--- src/rtl/dmem_arbiter_pkg.sv ---
// Shared types for the data-memory arbiter: FSM states, last-served encoding, arbitration helper.
// Latency: n/a (types and pure functions only).
// Backpressure: n/a.
package dmem_arbiter_pkg;

    typedef enum logic [1:0] {
        ST_IDLE       = 2'd0,
        ST_LOAD_BUSY  = 2'd1,
        ST_STORE_BUSY = 2'd2
    } dmem_state_t;

    typedef enum logic {
        SERVED_LOAD  = 1'b0,
        SERVED_STORE = 1'b1
    } served_t;

    // Loads always touch the whole word.
    localparam logic [3:0] LOAD_BYTE_ENABLE = 4'hF;

    // A lone requester wins; on a tie the side that was not served last wins.
    function automatic logic load_wins(input logic load_req,
                                       input logic store_req,
                                       input served_t last);
        return load_req && (!store_req || (last == SERVED_STORE));
    endfunction

endpackage

--- src/rtl/dmem_timeout_counter.sv ---
// Wait-cycle counter for one memory transaction; terminal flags that the next enabled count hits the limit.
// Latency: count updates one cycle after enable; terminal is combinational from the count register.
// Backpressure: none; clear has priority over enable.
module dmem_timeout_counter #(
    parameter int TIMEOUT_CYCLES = 15
) (
    input  logic clock,
    input  logic reset,
    input  logic clear,
    input  logic enable,
    output logic terminal
);

    // TIMEOUT_CYCLES is limited to 1..255, so eight bits always suffice.
    localparam logic [7:0] LAST_COUNT = 8'(TIMEOUT_CYCLES - 1);

    logic [7:0] count;

    // Count BUSY cycles that passed without mem_ready.
    always_ff @(posedge clock) begin
        if (reset || clear) begin
            count <= 8'd0;
        end else if (enable) begin
            count <= count + 8'd1;
        end
    end

    // High when one more cycle without mem_ready reaches TIMEOUT_CYCLES.
    assign terminal = (count == LAST_COUNT);

endmodule

--- src/rtl/dmem_arbiter.sv ---
// Arbitrates the load and store units onto a single data-memory port with timeout abort.
// Latency: grant one cycle after the request is sampled; done one cycle after mem_ready (2 cycles minimum).
// Backpressure: requests are held off while a transaction is in flight; mem_ready stalls, timeout aborts.
module dmem_arbiter
    import dmem_arbiter_pkg::*;
#(
    parameter int ADDR_WIDTH     = 32,
    parameter int DATA_WIDTH     = 32,
    parameter int TIMEOUT_CYCLES = 15
) (
    input  logic                  clock,
    input  logic                  reset,

    input  logic                  load_request,
    input  logic [ADDR_WIDTH-1:0] load_address,
    output logic                  load_grant,
    output logic                  load_done,
    output logic [DATA_WIDTH-1:0] load_data,

    input  logic                  store_request,
    input  logic [ADDR_WIDTH-1:0] store_address,
    input  logic [DATA_WIDTH-1:0] store_data,
    input  logic [3:0]            store_byte_enable,
    output logic                  store_grant,
    output logic                  store_done,

    output logic                  mem_valid,
    output logic                  mem_write,
    output logic [ADDR_WIDTH-1:0] mem_address,
    output logic [DATA_WIDTH-1:0] mem_write_data,
    output logic [3:0]            mem_byte_enable,
    input  logic                  mem_ready,
    input  logic [DATA_WIDTH-1:0] mem_read_data,

    output logic                  error
);

    dmem_state_t           state_q, state_d;
    served_t               last_q, last_d;

    logic                  load_grant_d, store_grant_d;
    logic                  load_done_d, store_done_d, error_d;
    logic [DATA_WIDTH-1:0] load_data_d;
    logic                  mem_valid_d, mem_write_d;
    logic [ADDR_WIDTH-1:0] mem_address_d;
    logic [DATA_WIDTH-1:0] mem_write_data_d;
    logic [3:0]            mem_byte_enable_d;

    logic                  busy;
    logic                  busy_is_load;
    logic                  timeout_hit;

    assign busy         = (state_q != ST_IDLE);
    assign busy_is_load = (state_q == ST_LOAD_BUSY);

    // Counter restarts every IDLE cycle so it reads zero on entry to BUSY.
    dmem_timeout_counter #(
        .TIMEOUT_CYCLES (TIMEOUT_CYCLES)
    ) u_timeout (
        .clock    (clock),
        .reset    (reset),
        .clear    (!busy),
        .enable   (busy && !mem_ready),
        .terminal (timeout_hit)
    );

    // Next state and next value of every registered output.
    always_comb begin
        state_d           = state_q;
        last_d            = last_q;
        load_grant_d      = 1'b0;
        store_grant_d     = 1'b0;
        load_done_d       = 1'b0;
        store_done_d      = 1'b0;
        error_d           = 1'b0;
        load_data_d       = load_data;
        mem_valid_d       = mem_valid;
        mem_write_d       = mem_write;
        mem_address_d     = mem_address;
        mem_write_data_d  = mem_write_data;
        mem_byte_enable_d = mem_byte_enable;

        unique case (state_q)
            ST_IDLE: begin
                // mem_ready is ignored here: nothing is outstanding.
                if (load_wins(load_request, store_request, last_q)) begin
                    state_d           = ST_LOAD_BUSY;
                    load_grant_d      = 1'b1;
                    mem_valid_d       = 1'b1;
                    mem_write_d       = 1'b0;
                    mem_address_d     = load_address;
                    mem_write_data_d  = '0;
                    mem_byte_enable_d = LOAD_BYTE_ENABLE;
                end else if (store_request) begin
                    state_d           = ST_STORE_BUSY;
                    store_grant_d     = 1'b1;
                    mem_valid_d       = 1'b1;
                    mem_write_d       = 1'b1;
                    mem_address_d     = store_address;
                    mem_write_data_d  = store_data;
                    mem_byte_enable_d = store_byte_enable;
                end
            end
            ST_LOAD_BUSY, ST_STORE_BUSY: begin
                // mem_ready beats a timeout landing on the same edge.
                if (mem_ready || timeout_hit) begin
                    state_d      = ST_IDLE;
                    mem_valid_d  = 1'b0;
                    error_d      = !mem_ready;
                    load_done_d  = busy_is_load;
                    store_done_d = !busy_is_load;
                    last_d       = busy_is_load ? SERVED_LOAD : SERVED_STORE;
                    if (busy_is_load) begin
                        load_data_d = mem_ready ? mem_read_data : '0;
                    end
                end
            end
            default: begin
                state_d     = ST_IDLE;
                mem_valid_d = 1'b0;
            end
        endcase
    end

    // State, arbitration history and all outputs are registered together.
    always_ff @(posedge clock) begin
        if (reset) begin
            state_q         <= ST_IDLE;
            last_q          <= SERVED_STORE;
            load_grant      <= 1'b0;
            store_grant     <= 1'b0;
            load_done       <= 1'b0;
            store_done      <= 1'b0;
            error           <= 1'b0;
            load_data       <= '0;
            mem_valid       <= 1'b0;
            mem_write       <= 1'b0;
            mem_address     <= '0;
            mem_write_data  <= '0;
            mem_byte_enable <= 4'h0;
        end else begin
            state_q         <= state_d;
            last_q          <= last_d;
            load_grant      <= load_grant_d;
            store_grant     <= store_grant_d;
            load_done       <= load_done_d;
            store_done      <= store_done_d;
            error           <= error_d;
            load_data       <= load_data_d;
            mem_valid       <= mem_valid_d;
            mem_write       <= mem_write_d;
            mem_address     <= mem_address_d;
            mem_write_data  <= mem_write_data_d;
            mem_byte_enable <= mem_byte_enable_d;
        end
    end

endmodule

--- config.mk ---
export PLATFORM = sky130hd
export DESIGN_NAME = dmem_arbiter
export DESIGN_NICKNAME = d
export VERILOG_FILES = /design/src/rtl/dmem_arbiter_pkg.sv /design/src/rtl/dmem_timeout_counter.sv /design/src/rtl/dmem_arbiter.sv
export SDC_FILE = /design/constraint.sdc
export NUM_CORES = 1
export LEC_CHECK = 0
export BUFFER_PORTS_ARGS = -buffer_cell sky130_fd_sc_hd__buf_2
export CAP_MARGIN = 20
export CORE_UTILIZATION = 44
export CTS_BUF_LIST = sky130_fd_sc_hd__clkbuf_16
export DETAILED_ROUTE_END_ITERATION = 10
export GPL_TIMING_DRIVEN = 0
export PLACE_DENSITY = 0.9
export SLEW_MARGIN = 20
export SYNTH_ARGS = -nofsm -noshare
export SYNTH_HDL_FRONTEND = slang
export SYNTH_SLANG_ARGS = --single-unit
--- constraint.sdc ---
create_clock -name clock -period 1.7 [get_ports clock]
set_input_delay 0 -clock clock [delete_from_list [all_inputs] [get_ports clock]]
set_output_delay 0 -clock clock [all_outputs]
set_load 0.03 [all_outputs]
==> flow_summary_export.csv <==
group,metric,value,unit
yosys,ys.warnings.count,0,
power,p_clk_share,43.2,%
floorplan,rows,36,
clocking,cts_root_buffer,"clkbuf_16",
worst_setup_path,cp.arrival,2010,ps
detailed_routing,num_vias,5257,
worst_setup_path,crit_fanout,5,
finish,final_common_cell,"buf_2",
yosys,synth_fp_nets,569,
detailed_routing,drt_iter0_drc,186,
timing,tightestPinTransition,656.2,ps
clocking,htreeDepth,4,
floorplan,die_y,102.1,µm
timing,finalCritPeriodShare,101.9,%
finish,mostFrequentLayoutCells,"buf_2, dlygate4sd3_1, dfxtp_1",
floorplan,start_util,45.28,%
worst_setup_path,worstSetupPathType,"reg2reg",
power,p_int,6289,µW
min_path,min_path_type,"in2reg",
yosys,synth_ff_type,"dfxtp_1",
power,seqPwrFrac,35.4,%
place,dpl_cell_area,5783,µm²
clocking,cts_tree,"yes",
floorplan,die-area,10420,µm²
timing,relSlewSlack,56.25,%
yosys,yosysTopAreaCell,"dfxtp_1",
yosys,synth_edf_count,0,
yosys,synth_area,4405,µm²
global_routing,grt_overflow_total,0,
place,dpl.cell_count,803,
clocking,path_clk_slew,50,ps
finish,regArea,2371,µm²
power,power.net_switching,2430,µW
power,power.leakage,0.003802,µW
timing,layout_setup_ws,-31.48,ps
finish,layout.cells.non_filler,972,
timing,fmax,0.5775,GHz
yosys,synthTopCellsByArea,"dfxtp_1, mux2i_1, nor2_1",
global_routing,grt_pass1_wl,24690,µm
yosys,syn_inst,428,
detailed_routing,wl,17900,µm
timing,finalMaxSlewViolations,0,
finish,area_growth,79.84,%
worst_setup_path,critPathCaptureType,"register",
worst_setup_path,cp_data_required_time,1980,ps
global_routing,grt_usage,31.68,%
power,total_power,8718,µW
timing,setup_viol,2,
finish,multi_input_area,1939,µm²
power,power.density,1100,nW/µm²
floorplan,io_pins,244,
run_status,violations,"setup timing",
yosys,avgSynthCellArea,10.29,µm²
yosys,netlist.area_leader.share,53.62,%
timing,rsz0062_at_grt,"yes",
detailed_routing,dr.pass1.iters,6,
yosys,async_reset_ff_share,0,%
power,ir_drop,0.0006844,V
timing,tns,-38.88,ps
timing,skew,5.466,ps
yosys,synthDistinctLibCells,38,
finish,fin_util,81.43,%
place,portBuffers,242,
floorplan,die_w,102.1,µm
power,combPwrFrac,21.4,%
detailed_routing,drc,0,
timing,fin_crit,1731,ps
worst_setup_path,startpoint_type,"register",
yosys,ys_seq_elements,118,
clocking,clk_latency,400,ps
detailed_routing,routedWlPerCell,18.41,µm
run_status,status,"finished, violations left",
clocking,cts_buffers,17,
floorplan,core-area,9729,µm²
finish,drive_gt1_share,40.14,%
detailed_routing,ant_nets,0,
detailed_routing,viasPerCell,5.408,
place,gp_congestion,0.7809,
finish,nFillCells,550,
clocking,clock-sinks,118,
power,swShare,27.87,%
global_routing,grt_antenna_before_repair,1,
clocking,clockBufferDepth,2,
global_routing,grt_max_degree,17,
global_routing,grt_pass1_vias,5263,
timing,hold_viol_final,0,
run,maxCapViolCount,0,
yosys,ys_seq_area_share,53.62,%
finish,nets,967,
finish,final_area,7923,µm²
place,dp_hpwl,9262,µm
through the flow:
stage	hold WS (ps)	setup slack (ps)
after CTS	2.861	-41.45
after global placement	214.5	-148.1
after detailed placement	214.7	-233.6
final	27.60	-31.48
after floorplan	125.5	146.5
after global routing	18.62	-64.44
area by class of cell:
class                           instances  area share [%]
Antenna cell                            2         0.06317
Multi-Input combinational cell        269           24.48
Clock inverter                         13           2.385
Buffer                                 34           2.874
Inverter                                7          0.3948
Clock buffer                           17           5.370
Timing Repair Buffer                  379           32.41
Tap cell                              133           2.100
Sequential cell                       118           29.93
worst max-delay path, cell delays in order, from the launching register on:
cell	delay (ps)
dfxtp_4	360
inv_4	50
ha_4	110
nor4b_4	230
a41o_2	280
a21oi_4	80
buf_6	140
buf_6	130
a22o_1	240
metal layers:
layer	GRT usage [%]	vias to the layer above	share of wire [%]
met5	0	-	0
met4	29.45	0	7.3
met3	9.234	120	7.4
met2	55.39	342	51
met1	29.76	2453	35
li1	-	2342	-
Yosys cell counts, types with 2 or more instances:
master / count
a21oi_1: 4
a22oi_1: 32
mux2i_1: 32
o21ai_1: 2
buf_2: 8
dfxtp_1: 118
inv_1: 4
ha_1: 4
inv_2: 3
buf_6: 4
nor3_1: 8
clkbuf_1: 18
a211oi_1: 32
nor2b_1: 6
nand4_1: 2
buf_4: 3
nand3_1: 4
and2_1: 3
xor2_1: 5
xnor2_1: 2
a22o_1: 32
nand2_1: 6
nor2_1: 81
final timing paths:
check        slack, ps  depth (start not counted)               to               start
max                -30                          8    load_data[11]  u_timeout.count[0]
max reg2reg        -30                          8    load_data[11]  u_timeout.count[0]
min                 30                          3  mem_address[12]    load_address[12]
min reg2reg        480                          1     load_data[8]        load_data[8]
registers in the layout (all words and copies together), names as in the netlist:
signal	flops
error	1
last_q	1
load_data	32
load_done	1
load_grant	1
mem_address	32
mem_byte_enable	4
mem_valid	1
mem_write	1
mem_write_data	32
state_q	2
store_done	1
store_grant	1
u_timeout.count	8
power by group through the flow:
stage / Combinational (µW) / Clock, µW / Sequential [µW]
after floorplan: 533 / 0 / 3500
after global placement: 1380 / 0 / 3120
after detailed placement: 1430 / 0 / 3130
after CTS: 1690 / 3800 / 3070
after global routing: 1970 / 3920 / 3110
final: 1860 / 3770 / 3090
what timing repair did:
item / CTS / global route
hold buffers: 126 / 0
gates resized for setup: 12 / 56
pin swaps: 1 / 30
hold endpoints to repair: 100 / 0
gates cloned: 0 / 3
setup endpoints to repair: 93 / 100
setup buffers: 4 / 4
kinds of logic after synthesis:
| logic type | synth area share, % |
|---|---|
| compound gates | 19.99 |
| xor+xnor | 1.392 |
| simple gates | 11.93 |
| fa+ha+maj | 1.136 |
| mux | 7.271 |
| buf+inv | 4.657 |
| flops | 53.62 |
(Power assumes the default switching activity.)
